### config.mk
export PLATFORM = sky130hd
export DESIGN_NAME = konami_082_timing
export DESIGN_NICKNAME = d
export VERILOG_FILES = /design/src/rtl/konami_video_pkg.sv /design/src/rtl/konami_082_timing_wrap_counter.sv /design/src/rtl/konami_082_timing.sv
export SDC_FILE = /design/constraint.sdc
export NUM_CORES = 1
export LEC_CHECK = 0
export BUFFER_PORTS_ARGS = -buffer_cell sky130_fd_sc_hd__clkbuf_2
export CORE_ASPECT_RATIO = 0.8
export CORE_MARGIN = 3
export CORE_UTILIZATION = 40
export CTS_CLUSTER_DIAMETER = 50
export DETAILED_ROUTE_END_ITERATION = 8
export SYNTH_ARGS = -nofsm -noshare
export SYNTH_HDL_FRONTEND = slang
export SYNTH_SLANG_ARGS = --single-unit
### constraint.sdc
create_clock -name clk -period 2.8 [get_ports clk]
set_clock_uncertainty 0.2 [all_clocks]
set_input_delay 0.84 -clock clk [delete_from_list [all_inputs] [get_ports clk]]
set_output_delay 0.84 -clock clk [all_outputs]
set_load 0.02 [all_outputs]
### src/rtl/konami_video_pkg.sv
// Shared raster timing constants and decode types for the Konami video blocks.
// The sprite and tilemap stages import the same geometry.
package konami_video_pkg;

   localparam logic [8:0] H_START      = 9'd128;
   localparam logic [8:0] H_END        = 9'd511;
   localparam logic [8:0] HSYNC_FIRST  = 9'd176;
   localparam logic [8:0] HSYNC_LAST   = 9'd207;
   localparam logic [8:0] HBLANK_LAST  = 9'd255;
   localparam logic [8:0] V_START      = 9'd248;
   localparam logic [8:0] V_END        = 9'd511;
   localparam logic [8:0] VSYNC_LAST   = 9'd255;
   localparam logic [8:0] VBLANK_FIRST = 9'd496;
   localparam logic [8:0] VBLANK_LAST  = 9'd271;

   localparam int unsigned LINE_PIXELS = 32'(H_END - H_START) + 32'd1;
   localparam int unsigned FRAME_LINES = 32'(V_END - V_START) + 32'd1;

   typedef struct packed {
      logic       n256h;
      logic [7:0] hf;
      logic [7:0] vf;
      logic       nhsync;
      logic       nhblank;
      logic       nvsync;
      logic       nvblank;
      logic       vblank_start;
   } timing_out_t;

   function automatic logic in_range(input logic [8:0] x,
                                     input logic [8:0] lo,
                                     input logic [8:0] hi);
      return (x >= lo) && (x <= hi);
   endfunction

endpackage

### src/rtl/konami_082_timing_wrap_counter.sv
// Enabled up-counter running START..END, reloading START after END.
// Resets to END so the first enable behaves like a wrap.
module wrap_counter #(
   parameter int unsigned      WIDTH = 9,
   parameter logic [WIDTH-1:0] START = '0,
   parameter logic [WIDTH-1:0] END   = '1
) (
   input  logic             clk,
   input  logic             reset,
   input  logic             en,
   output logic [WIDTH-1:0] count,
   output logic             wrap
);

   assign wrap = en && (count == END);

   always_ff @(posedge clk) begin
      if (reset) begin
         count <= END;
      end else if (en) begin
         count <= wrap ? START : count + WIDTH'(1);
      end
   end

endmodule

### src/rtl/konami_082_timing.sv
// Raster timing generator: H/V counters, sync/blank decodes, flip latch and
// the VBLANK-start pulse that feeds the CPU interrupt logic.
module konami_082_timing #(
   parameter logic [8:0] H_START      = konami_video_pkg::H_START,
   parameter logic [8:0] H_END        = konami_video_pkg::H_END,
   parameter logic [8:0] HSYNC_FIRST  = konami_video_pkg::HSYNC_FIRST,
   parameter logic [8:0] HSYNC_LAST   = konami_video_pkg::HSYNC_LAST,
   parameter logic [8:0] HBLANK_LAST  = konami_video_pkg::HBLANK_LAST,
   parameter logic [8:0] V_START      = konami_video_pkg::V_START,
   parameter logic [8:0] V_END        = konami_video_pkg::V_END,
   parameter logic [8:0] VSYNC_LAST   = konami_video_pkg::VSYNC_LAST,
   parameter logic [8:0] VBLANK_FIRST = konami_video_pkg::VBLANK_FIRST,
   parameter logic [8:0] VBLANK_LAST  = konami_video_pkg::VBLANK_LAST
) (
   input  logic       clk,
   input  logic       reset,
   input  logic       ce_i,
   input  logic       flip_i,
   output logic [8:0] h_o,
   output logic       n256h_o,
   output logic [8:0] v_o,
   output logic [7:0] hf_o,
   output logic [7:0] vf_o,
   output logic       nhsync_o,
   output logic       nhblank_o,
   output logic       nvsync_o,
   output logic       nvblank_o,
   output logic       vblank_start_o
);

   import konami_video_pkg::timing_out_t;
   import konami_video_pkg::in_range;

   logic [8:0]  h_cnt;
   logic [8:0]  v_cnt;
   logic        h_wrap;
   logic        v_wrap;
   logic        v_en;
   logic        flip_q;
   logic        flip_next;
   logic [8:0]  h_next;
   logic [8:0]  v_next;
   timing_out_t dec_next;
   timing_out_t dec_q;

   function automatic timing_out_t decode(input logic [8:0] h,
                                          input logic [8:0] v,
                                          input logic       f);
      timing_out_t d;
      d.n256h        = ~h[8];
      d.hf           = h[7:0] ^ {8{f}};
      d.vf           = v[7:0] ^ {8{f}};
      d.nhsync       = ~in_range(h, HSYNC_FIRST, HSYNC_LAST);
      d.nhblank      = ~(h <= HBLANK_LAST);
      d.nvsync       = ~(v <= VSYNC_LAST);
      d.nvblank      = ~((v >= VBLANK_FIRST) || (v <= VBLANK_LAST));
      d.vblank_start = (h == H_START) && (v == VBLANK_FIRST);
      return d;
   endfunction

   assign v_en = ce_i & h_wrap;

   wrap_counter #(.WIDTH(9), .START(H_START), .END(H_END)) u_hcnt (
      .clk   (clk),
      .reset (reset),
      .en    (ce_i),
      .count (h_cnt),
      .wrap  (h_wrap)
   );

   wrap_counter #(.WIDTH(9), .START(V_START), .END(V_END)) u_vcnt (
      .clk   (clk),
      .reset (reset),
      .en    (v_en),
      .count (v_cnt),
      .wrap  (v_wrap)
   );

   // Decodes are computed from the counters' next values so the registered
   // outputs line up with h_o/v_o on the same edge.
   always_comb begin
      h_next    = h_wrap ? H_START : h_cnt + 9'd1;
      v_next    = v_cnt;
      if (v_en) begin
         v_next = v_wrap ? V_START : v_cnt + 9'd1;
      end
      flip_next = v_wrap ? flip_i : flip_q;
      dec_next  = decode(h_next, v_next, flip_next);
   end

   always_ff @(posedge clk) begin
      if (reset) begin
         flip_q <= 1'b0;
         dec_q  <= decode(H_END, V_END, 1'b0);
      end else if (ce_i) begin
         flip_q <= flip_next;
         dec_q  <= dec_next;
      end
   end

   assign h_o            = h_cnt;
   assign v_o            = v_cnt;
   assign n256h_o        = dec_q.n256h;
   assign hf_o           = dec_q.hf;
   assign vf_o           = dec_q.vf;
   assign nhsync_o       = dec_q.nhsync;
   assign nhblank_o      = dec_q.nhblank;
   assign nvsync_o       = dec_q.nvsync;
   assign nvblank_o      = dec_q.nvblank;
   assign vblank_start_o = dec_q.vblank_start;

endmodule

=== Yosys cells after proc, flatten, opt, wreduce, memory -nomap -nowiden ===
Index checks and enable logic that the tools add are counted.
W data, S select, Z words.

* Add/sub/neg operators: 2
* Order comparisons: 6
* Equality and inequality tests: 4
* Muxes and demuxes: 4
* Bitwise logic cells: 8
* Reductions and logical operators: 5

{| class="wikitable"
|+ Operators with widths
! operator !! count
|-
| $eq A9 B9 Y1 const B || 3
|-
| $le A9 B8 Y1 const B || 3
|-
| $mux W9 || 3
|-
| $add A9 B1 Y9 const B || 2
|-
| $xor A8 B8 Y8 || 2
|-
| $eq A9 B8 Y1 const B || 1
|-
| $ge A9 B8 Y1 const B || 1
|-
| $ge A9 B9 Y1 const B || 1
|-
| $le A9 B9 Y1 const B || 1
|-
| $not A1 Y1 || 5
|-
| $logic_and A1 B1 Y1 || 4
|-
| $and A1 B1 Y1 || 1
|-
| $logic_or A1 B1 Y1 || 1
|-
| $mux W1 || 1
|}

* Register bits after elaboration: 41
* Bits of input ports: 4

=== Logic depth before layout (Yosys ltp) ===
Gate-level depths: netlist of the first run.

* Word-level depth: 9
* Depth in mapped cells: 12

=== Modules after synthesis ===
Synthesis of the first run repeated with hierarchy kept, for this count alone.

* Cell total of the unflattened synthesis: 311
* Area, all modules: 2582.5 µm²

{| class="wikitable"
|+ Modules (own cells, without submodules)
! module !! instances !! cells an instance !! area an instance (µm²) !! sequential area each (µm²)
|-
| konami_082_timing || 1 || 213 || 1716.6 || 460.4
|-
| wrap_counter (u_hcnt) || 1 || 51 || 449.2 || 180.2
|-
| wrap_counter (u_vcnt) || 1 || 47 || 416.6 || 180.2
|}

=== Least setup slack after synthesis of the first run ===
No wires, ideal clock.

* Path kind: reg-to-reg
* Start: register u_vcnt.count[0]
* End: register dec_q, in the netlist nvblank_o
* Setup time: 0.117 ns
* Data arrival time: 2.770 ns
* Required time: 2.483 ns
* Setup slack: -0.288 ns
* Cell stages (with the launch flop): 11
* Clock period less this slack: 3.088 ns
* Cells stage by stage: dfxtp_1 > ha_1 > and3_1 > and3_1 > ha_1 > and3b_1 > buf_6 > a311oi_4 > o21ai_2 > or4_1 > a32o_1

* Cells in the longest elaborated chain, start to end: 7
* Elaborated cells on any way between the ends: 9

{| class="wikitable"
|+ RTL lines
! element !! RTL line !! RTL
|-
| start: declaration || konami_082_timing_wrap_counter.sv:11 || <nowiki>output logic [WIDTH-1:0] count,</nowiki>
|-
| start signal: assignment || konami_082_timing_wrap_counter.sv:21 || <nowiki>count <= wrap ? START : count + WIDTH'(1);</nowiki>
|-
| branches (longest 3 deep; another with $add A9 B1 Y9) || -- ||
|-
| $mux W9 (*) || konami_082_timing.sv:84 || <nowiki>if (v_en) begin</nowiki>
|-
| $ge A9 B9 Y1 / $le A9 B9 Y1 (equally long branches) || konami_082_timing.sv:56 || <nowiki>d.nvblank = ~((v >= VBLANK_FIRST) || (v <= VBLANK_LAST));</nowiki>
|-
| $logic_or A1 B1 Y1 (*) || konami_082_timing.sv:56 ||
|-
| $not A1 Y1 (*) || konami_082_timing.sv:56 ||
|-
| end signal: assignment || konami_082_timing.sv:94 || <nowiki>dec_q <= decode(H_END, V_END, 1'b0);</nowiki>
|-
| end signal: assignment || konami_082_timing.sv:97 || <nowiki>dec_q <= dec_next;</nowiki>
|-
| end: declaration || konami_082_timing.sv:44 || <nowiki>timing_out_t dec_q;</nowiki>
|}

Mark *: on every way between the ends.
A chain may end at the register's enable or synchronous reset.

=== Final worst setup path of the first run ===
* Start: register u_vcnt.count[1]
* End: register dec_q, in the netlist nvblank_o

The elaborated chain is that of the path after synthesis.

==> results of run 1 <==
## logic make-up after synthesis
logic type                 synth area share (%)
AOI/OAI and AO/OA                          23.8
xor gates and xnor gates                   7.55
adders and majority gates                  2.16
buffers and inverters                      5.34
DFF                                        35.4
muxes                                      2.32
and+or+nand+nor                            23.4
## worst reg2reg max path, delay by kind of cell, from the launching register on
| family | cells | cell delay (ns) |
|---|---|---|
| AOI/OAI and AO/OA | 3 | 0.63 |
| adders and majority gates | 2 | 0.30 |
| DFF | 1 | 0.40 |
| and+or+nand+nor | 4 | 1.10 |
## cells in the final DEF, fill, tap and decap left out, types with 7 or more instances in the layout
master    synthesis  layout
a21oi_1          19      19
dfxtp_1          41      33
nand2_1           8       8
or2_2             7       7
clkbuf_2          0      43
nor2b_1          17      17
xor2_1           12      12
buf_4             3      26
nor2_1           21      21
xnor2_1           8       8
a211o_1          14      14
o21ai_0          14      12
## registers in the layout, indices dropped and copies added (netlist names)
register        cells
flip_q              1
nhblank_o           1
nhsync_o            1
vblank_start_o      1
hf_o                8
nvsync_o            1
u_hcnt.count        9
n256h_o             1
vf_o                8
u_vcnt.count        9
nvblank_o           1
## per-stage QoR
stage          area, µm²  cells
6_report            2900    403
2_1_floorplan       2380    269
4_1_cts             2860    401
3_3_place_gp        2760    393
3_5_place_dp        2760    393
5_1_grt             2900    403
## power breakdown
group | switching (mW) | internal, mW | total [mW]
sequential | 0.0429 | 0.642 | 0.685
combinational | 0.405 | 0.309 | 0.714
clock | 0.221 | 0.232 | 0.453
## worst paths after layout
kind                         from  slack, ns        end  depth (start not counted)
setup reg to reg  u_vcnt.count[1]       0.08  nvblank_o                          9
hold reg to reg           n256h_o       0.26    n256h_o                          1
setup / recovery  u_vcnt.count[1]       0.08  nvblank_o                          9
hold / removal            n256h_o       0.26    n256h_o                          1
## synth_stat cells, types with 4 or more instances
library cell	number	share of area (%)
nor2b_1	17	4.6
a211o_1	14	5.3
xnor2_1	8	3.0
buf_1	4	0.65
nor2_1	21	3.4
dfxtp_1	41	35
a221o_1	4	1.7
clkbuf_1	13	2.1
o21ai_0	14	3.0
nand2b_1	6	1.6
nand3_1	5	1.1
and3_1	5	1.3
nand2_1	8	1.3
xor2_1	12	4.5
nand4_1	6	1.6
or2_2	7	1.9
a21oi_1	19	4.1
ha_1	4	2.2
inv_1	6	0.97
nor3_1	4	0.86
## routing by layer
| metal | vias up | GRT usage, % | wire length [µm] |
|---|---|---|---|
| met5 | - | 0 | 0 |
| met4 | 0 | 3.85 | 19 |
| met3 | 2 | 4.65 | 366 |
| met2 | 69 | 27.1 | 2540 |
| met1 | 1028 | 29.7 | 3380 |
| li1 | 1082 | - | - |
## cell type report
class | instances | area (µm²)
fill | 550 | 2620
multi-input combinational | 200 | 1420
sequential | 41 | 841
timing repair buffer | 69 | 410
clock buffer | 7 | 97.6
tap | 78 | 97.6
inverter | 7 | 26.3
clock inverter | 1 | 8.76
## repair_timing
action	4_1_cts	5_1_grt
setup buffers	0	2
hold buffers	0	0
endpoints found under the setup margin	0	12
resized for setup	0	6
==> out/results.ini, run 1 <==
[global_route]
grt_start_max_net_pins=40
grt.total_usage_pct=19.3
grt-ovfl-total=0
antenna_found_initial=0
grt_pass1_vias=1989
grt_first_pass_wirelength_um=10400

[drt]
drc_errors=0
drt-pass1-iter-count=5
viasPerCell=5.41
wirelength_um=6310
final_antenna_net_count=0
vias=2181
routedWlPerCell_um=15.7
drt-initial-drc-count=168

[clock_network]
cts_buffers=5
h-tree-depth=2
clockRootBuffer=clkbuf_8
cts_sinks=41
worstSkewPairLatency_ns=0.30
clockBufferDepth=2
tritoncts=built
path_clk_slew_ns=0.09

[yosys]
ys_seq_elements=41
synth_nets=277
ys_warn_count=0
ys.flop_type=dfxtp_1
syn-cell-area_mm2=0.00232
avgSynthCellArea_um2=8.62
synth_cell_types=56
synth_edf_count=0
async_flop_share_pct=0
synth_sequential_area_ratio_pct=35.4
postSynthCellCount=269

[worst_setup_path]
worstPathBufferInverterCount=0
slowest_delay_ns=0.43
critPathSlowestCell=or4_1
start_kind=flip-flop
critical_path_class=reg -> reg
cp-end-kind=flip-flop
path_delay_family=simple AND/OR/NAND/NOR gates
required_ns=2.79
path_cells=ha_4 > and3_4 > and3_4 > ha_4 > and3b_2 > a311oi_4 > o21ai_2 > or4_1 > a32o_1
critPathArrivalTime_ns=2.71
crit_fanout=6

[sta]
hold_viol=0
slew_headroom_pct=67.7
setup_viol=0
fin_tns_setup_ns=0
worst_pin_slew_ns=0.481
timing.final.crit_share_pct=97.1
final.setup.worst_slack_ns=0.0804
drv_slew=0
hold_slack_ns=0.258
period_needed_ns=2.72
max_clock_freq_mhz=368

[pwr]
p_leak_nw=1.20
power_density_mw_per_mm2=638
power.total_mw=1.85
ir_drop_mv=0.332

[floorplan]
die_x_um=91.1
core_area_mm2=0.00553
io_pins=44
die-area_mm2=0.00675
start_util_pct=42.0
fp.dieH_um=74.1
rows=24

[run_status]
status=complete, no violations

[min_path]
hold_path.class=reg -> reg

[layout]
final_nets=332
post_route_cells_drive_above_1_share_pct=32.6
post-route-util_pct=52.6
diodes=0
area_growth_pct=25.2

[placement]
io_buffers=43
place_congestion=0.906
dpl.hpwl_um=4550
place_ws_ns=0.0737

[flow_run]
drv_cap=0

(Power assumes the default switching activity.)
==> run 2: changes to the inputs <==
- CTS_CLUSTER_SIZE: default -> 20
- SETUP_SLACK_MARGIN: default -> 0.15
==> out/results.ini, run 2 (same netlist as run 1, synthesis figures left out) <==
[pwr]
combinationalPowerShare_pct=40.9
sw_frac_of_total_pct=37.3
intPower_mw=1.16
p_leak_nw=1.25
power_density_mw_per_mm2=616
sequentialPowerShare_pct=36.8
ir_drop_mv=0.289
p_clk_share_pct=22.3
p_sw_mw=0.691

[global_route]
grt.total_usage_pct=19.8
grt_start_max_net_pins=48
grt_first_pass_wirelength_um=10600
antenna_found_initial=0
grt_pass1_vias=2045
grt-ovfl-total=0

[worst_setup_path]
crit_fanout=5
critPathArrivalTime_ns=2.65
r2r-start=u_vcnt.count[1]
critPathLaunch=u_vcnt.count[1]
critical_path_class=reg -> reg
r2r_slack_ns=0.16
start_kind=flip-flop
path_cells=ha_4 > and3_4 > and3_4 > ha_4 > and3b_2 > a311oi_4 > o21ai_2 > or4_4 > a32o_1
critPathSlowestCell=or4_4
cp-end-kind=flip-flop
required_ns=2.81
slowest_delay_ns=0.43

[clock_network]
path_clk_slew_ns=0.09
cts_buffers=5
worstSkewPairLatency_ns=0.30
h-tree-depth=2
clockRootBuffer=clkbuf_8
hold_buffers=0
tritoncts=built
clockBufferDepth=2
cts_sinks=41

[floorplan]
start_util_pct=42.0
die_x_um=91.1
die-area_mm2=0.00675
io_pins=44
fp.dieH_um=74.1
rows=24
core_area_mm2=0.00553

[sta]
rsz0062_at_grt=true
slew_headroom_pct=68.7
hold_slack_ns=0.256
worst_pin_slew_ns=0.466
period_needed_ns=2.64
max_clock_freq_mhz=379
hold_viol=0
setup_viol=0
timing.final.crit_share_pct=94.3
drv_slew=0
fin_tns_setup_ns=0

[min_path]
hp-start=nhblank_o
hold_path.class=reg -> reg

[layout]
final_common_cell=clkbuf_2
seq_area_um2=845
area_growth_pct=29.9
final_nets=339
diodes=0
fill_cells=528
post_route_cells_drive_above_1_share_pct=36.1
post-route-util_pct=54.5
reg.largest.list=u_hcnt.count (9), u_vcnt.count (9)
final_cell_area_mm2=0.00301
multiInputGateArea_mm2=0.00145
layout_common_cells=clkbuf_2 (43), dfxtp_1 (32), buf_4 (30)

[drt]
routedWlPerCell_um=15.9
vias=2215
viasPerCell=5.40
drc_errors=0
wirelength_um=6520
drt-pass1-iter-count=4
drt-initial-drc-count=207
final_antenna_net_count=0

[run_status]
status=complete, no violations

[placement]
io_buffers=43
dpl.hpwl_um=4470
place_congestion=0.883
dpl_cell_area_mm2=0.00279

[flow_run]
drv_cap=0

-- run 2: changes by cell type in the layout (fill, tap and decap cells not counted), moves of 2 or more --
cell	before	now
buf_12	0	3
buf_4	26	30
and2_4	0	2
and2_1	3	1
and3_4	2	4
-- run 2: per-stage QoR --
stage,setup WS (ns),cells,power [mW]
detailed placement,0.0334,392,1.38
global placement,0.0838,392,1.38
floorplan,0.0232,269,1.18
global route,0.0927,410,1.96
CTS,0.152,405,1.84
finish,0.159,410,1.85
-- run 2: worst paths after layout --
kind	cells past startpoint	endpoint
min	2	nhblank_o
max reg2reg	9	nvblank_o
min reg2reg	2	nhblank_o
max	9	nvblank_o
-- run 2: power by group through the flow --
stage               Sequential [mW]  Clock, mW  Combinational, mW
floorplan                     0.767          0              0.412
global placement              0.696          0              0.689
detailed placement            0.698          0              0.686
CTS                           0.683      0.428              0.734
global route                  0.691      0.449              0.822
finish                        0.683      0.414              0.759
-- run 2: repair_timing --
item | 4_1_cts | 5_1_grt
setup endpoints to repair | 5 | 7
resized for setup | 6 | 5
buffers inserted | 5 | 5
pin swaps | 2 | 0
-- run 2: routing by layer --
| metal | up-vias | wire (µm) | global-route usage [%] | part of all wire, % |
|---|---|---|---|---|
| li1 | 1095 | - | - | - |
| met1 | 1039 | 3440 | 29.7 | 53 |
| met2 | 73 | 2620 | 28.1 | 40 |
| met3 | 8 | 401 | 4.65 | 6.1 |
| met4 | 0 | 60 | 5.35 | 0.92 |
| met5 | - | 0 | 0 | 0 |
-- run 2: area by class of cell --
type / count / share of cell area [%]
multi-input combinational: 200 / 48.2
sequential: 41 / 28.0
clock buffer: 5 / 2.28
inverter: 7 / 0.872
clock inverter: 3 / 0.748
timing repair buffer: 76 / 16.6
tap: 78 / 3.24
-- run 2: critical path, delay by kind of cell, from the launching register on --
family	cells	cell delay, ns
simple gates	4	1.03
fa+ha+maj	2	0.27
compound gates	3	0.67
flops	1	0.37
==> run 3: changes to the inputs <==
- CELL_PAD_IN_SITES_DETAIL_PLACEMENT: default -> 2
- CELL_PAD_IN_SITES_GLOBAL_PLACEMENT: default -> 2
- CORE_MARGIN: 3 -> default
- CORE_UTILIZATION: 40 -> 30
- PLACE_DENSITY_LB_ADDON: default -> 0.1
==> out/results.ini, run 3 (same netlist as run 1, synthesis figures left out) <==
[run_status]
status=complete, no violations

[placement]
io_buffers=43
dpl.hpwl_um=5920
place_congestion=0.782
dp.cells=428
place_ws_ns=-0.0177

[sta]
final.setup.worst_slack_ns=0.150
worst_pin_slew_ns=0.429
timing.final.crit_share_pct=94.6
rsz0062_at_grt=true
setup_viol=0
hold_viol=0
max_clock_freq_mhz=377
period_needed_ns=2.65
slew_headroom_pct=71.2
drv_slew=0

[worst_setup_path]
regToRegEndpoint=nvblank_o
critPathArrivalTime_ns=2.65
critical_path_class=reg -> reg
cp-end-kind=flip-flop
slowest_delay_ns=0.55
required_ns=2.80
r2r_slack_ns=0.15
crit_fanout=5
cp.depth=9
r2r-start=u_vcnt.count[1]
path_delay_family=simple AND/OR/NAND/NOR gates
worstPathBufferInverterCount=0
critPathLaunch=u_vcnt.count[1]
path_cells=ha_4 > and3_4 > and3_4 > ha_4 > and3b_2 > nand4_1 > nand2_1 > or4_4 > a32o_1
start_kind=flip-flop
r2r_cells=9
critPathSlowestCell=or4_4

[pwr]
power_density_mw_per_mm2=642
ir_drop_mv=0.244
p_leak_nw=1.29

[clock_network]
clockBufferDepth=2
clockRootBuffer=clkbuf_8
tritoncts=built
cts_sinks=41
path_clk_slew_ns=0.09
hold_buffers=0
worstSkewPairLatency_ns=0.31
cts_buffers=5
h-tree-depth=2

[floorplan]
die-area_mm2=0.00809
start_util_pct=31.2
io_pins=44
die_x_um=100
rows=28
fp.dieH_um=80.7
core_area_mm2=0.00743

[layout]
fin_cells=444
area_growth_pct=34.6
post_route_cells_drive_above_1_share_pct=38.1
layout_common_cells=clkbuf_2 (43), buf_4 (37), dfxtp_1 (32)
final_nets=346
post-route-util_pct=42.0
fill_cells=865
diodes=0
reg.largest.list=u_hcnt.count (9), u_vcnt.count (9)
final_common_cell=clkbuf_2

[drt]
drt-initial-drc-count=91
drc_errors=0
drt-pass1-iter-count=4
final_antenna_net_count=0
wirelength_um=8430
vias=2297
routedWlPerCell_um=19.0
viasPerCell=5.17

[global_route]
grt_start_max_net_pins=25
grt.total_usage_pct=21.8
grt-ovfl-total=0
grt_pass1_vias=2340
grt_first_pass_wirelength_um=13300
antenna_found_initial=0

[min_path]
holdPathEnd=vblank_start_o
hold_path.class=reg -> reg
whs_path_depth=2
hp-start=vblank_start_o

[flow_run]
drv_cap=0

[run 3: changes by cell type in the layout (fill, tap and decap cells not counted), sizes merged]
cell | before | now
bufinv | 0 | 1
clkbuf | 48 | 49
buf | 33 | 40
clkinv | 4 | 2
[run 3: timing repair]
item,in CTS,in global routing
resized for setup,8,10
endpoints found under the setup margin,12,15
pin swaps,3,4
buffers inserted,3,5
gates cloned,0,0
hold endpoints to repair,0,0
[run 3: area by class of cell]
| type | count | area [µm²] | share of cell area, % |
|---|---|---|---|
| multi-input cells | 200 | 1470 | 47.1 |
| well taps | 105 | 131 | 4.21 |
| clock buffers | 6 | 72.6 | 2.32 |
| clock inverters | 2 | 38.8 | 1.24 |
| flip-flops and latches | 41 | 845 | 27.0 |
| repair buffers | 83 | 539 | 17.3 |
| inverters | 7 | 26.3 | 0.841 |
[run 3: worst max path at each step]
stage	to	slack, ns
finish	nvblank_o	0.15
global route	nvblank_o	0.07
CTS	vblank_start_o	0.14
detailed placement	vblank_start_o	-0.02
global placement	nvblank_o	0.08
floorplan	nvblank_o	0.02
[run 3: layer usage]
metal / vias to the layer above / part of all wire [%] / global-route usage, %
li1: 1105 / - / -
met1: 1142 / 52 / 32.2
met2: 43 / 44 / 32.8
met3: 7 / 3.3 / 3.66
met4: 0 / 0.97 / 4.20
met5: - / 0 / 0
[run 3: per-stage QoR]
step | TNS, ns | cell area [µm²] | hold WS, ns | total power [mW]
after floorplan | 0 | 2400 | 0.325 | 1.18
after global placement | 0 | 2870 | 0.238 | 1.41
after detailed placement | -0.0177 | 2870 | 0.253 | 1.43
after CTS | 0 | 3040 | 0.275 | 1.97
after global routing | 0 | 3120 | 0.308 | 2.13
final | 0 | 3120 | 0.269 | 2.00
[run 3: tightest hold or removal path: stages, from the launching register on]
cell     delay [ns]
dfxtp_1        0.32
nand2_1        0.05
o21ai_1        0.05
[run 3: where the power goes]
part           internal [mW]  switching [mW]
Combinational          0.364           0.455
Clock                  0.268           0.234
Sequential             0.642          0.0414
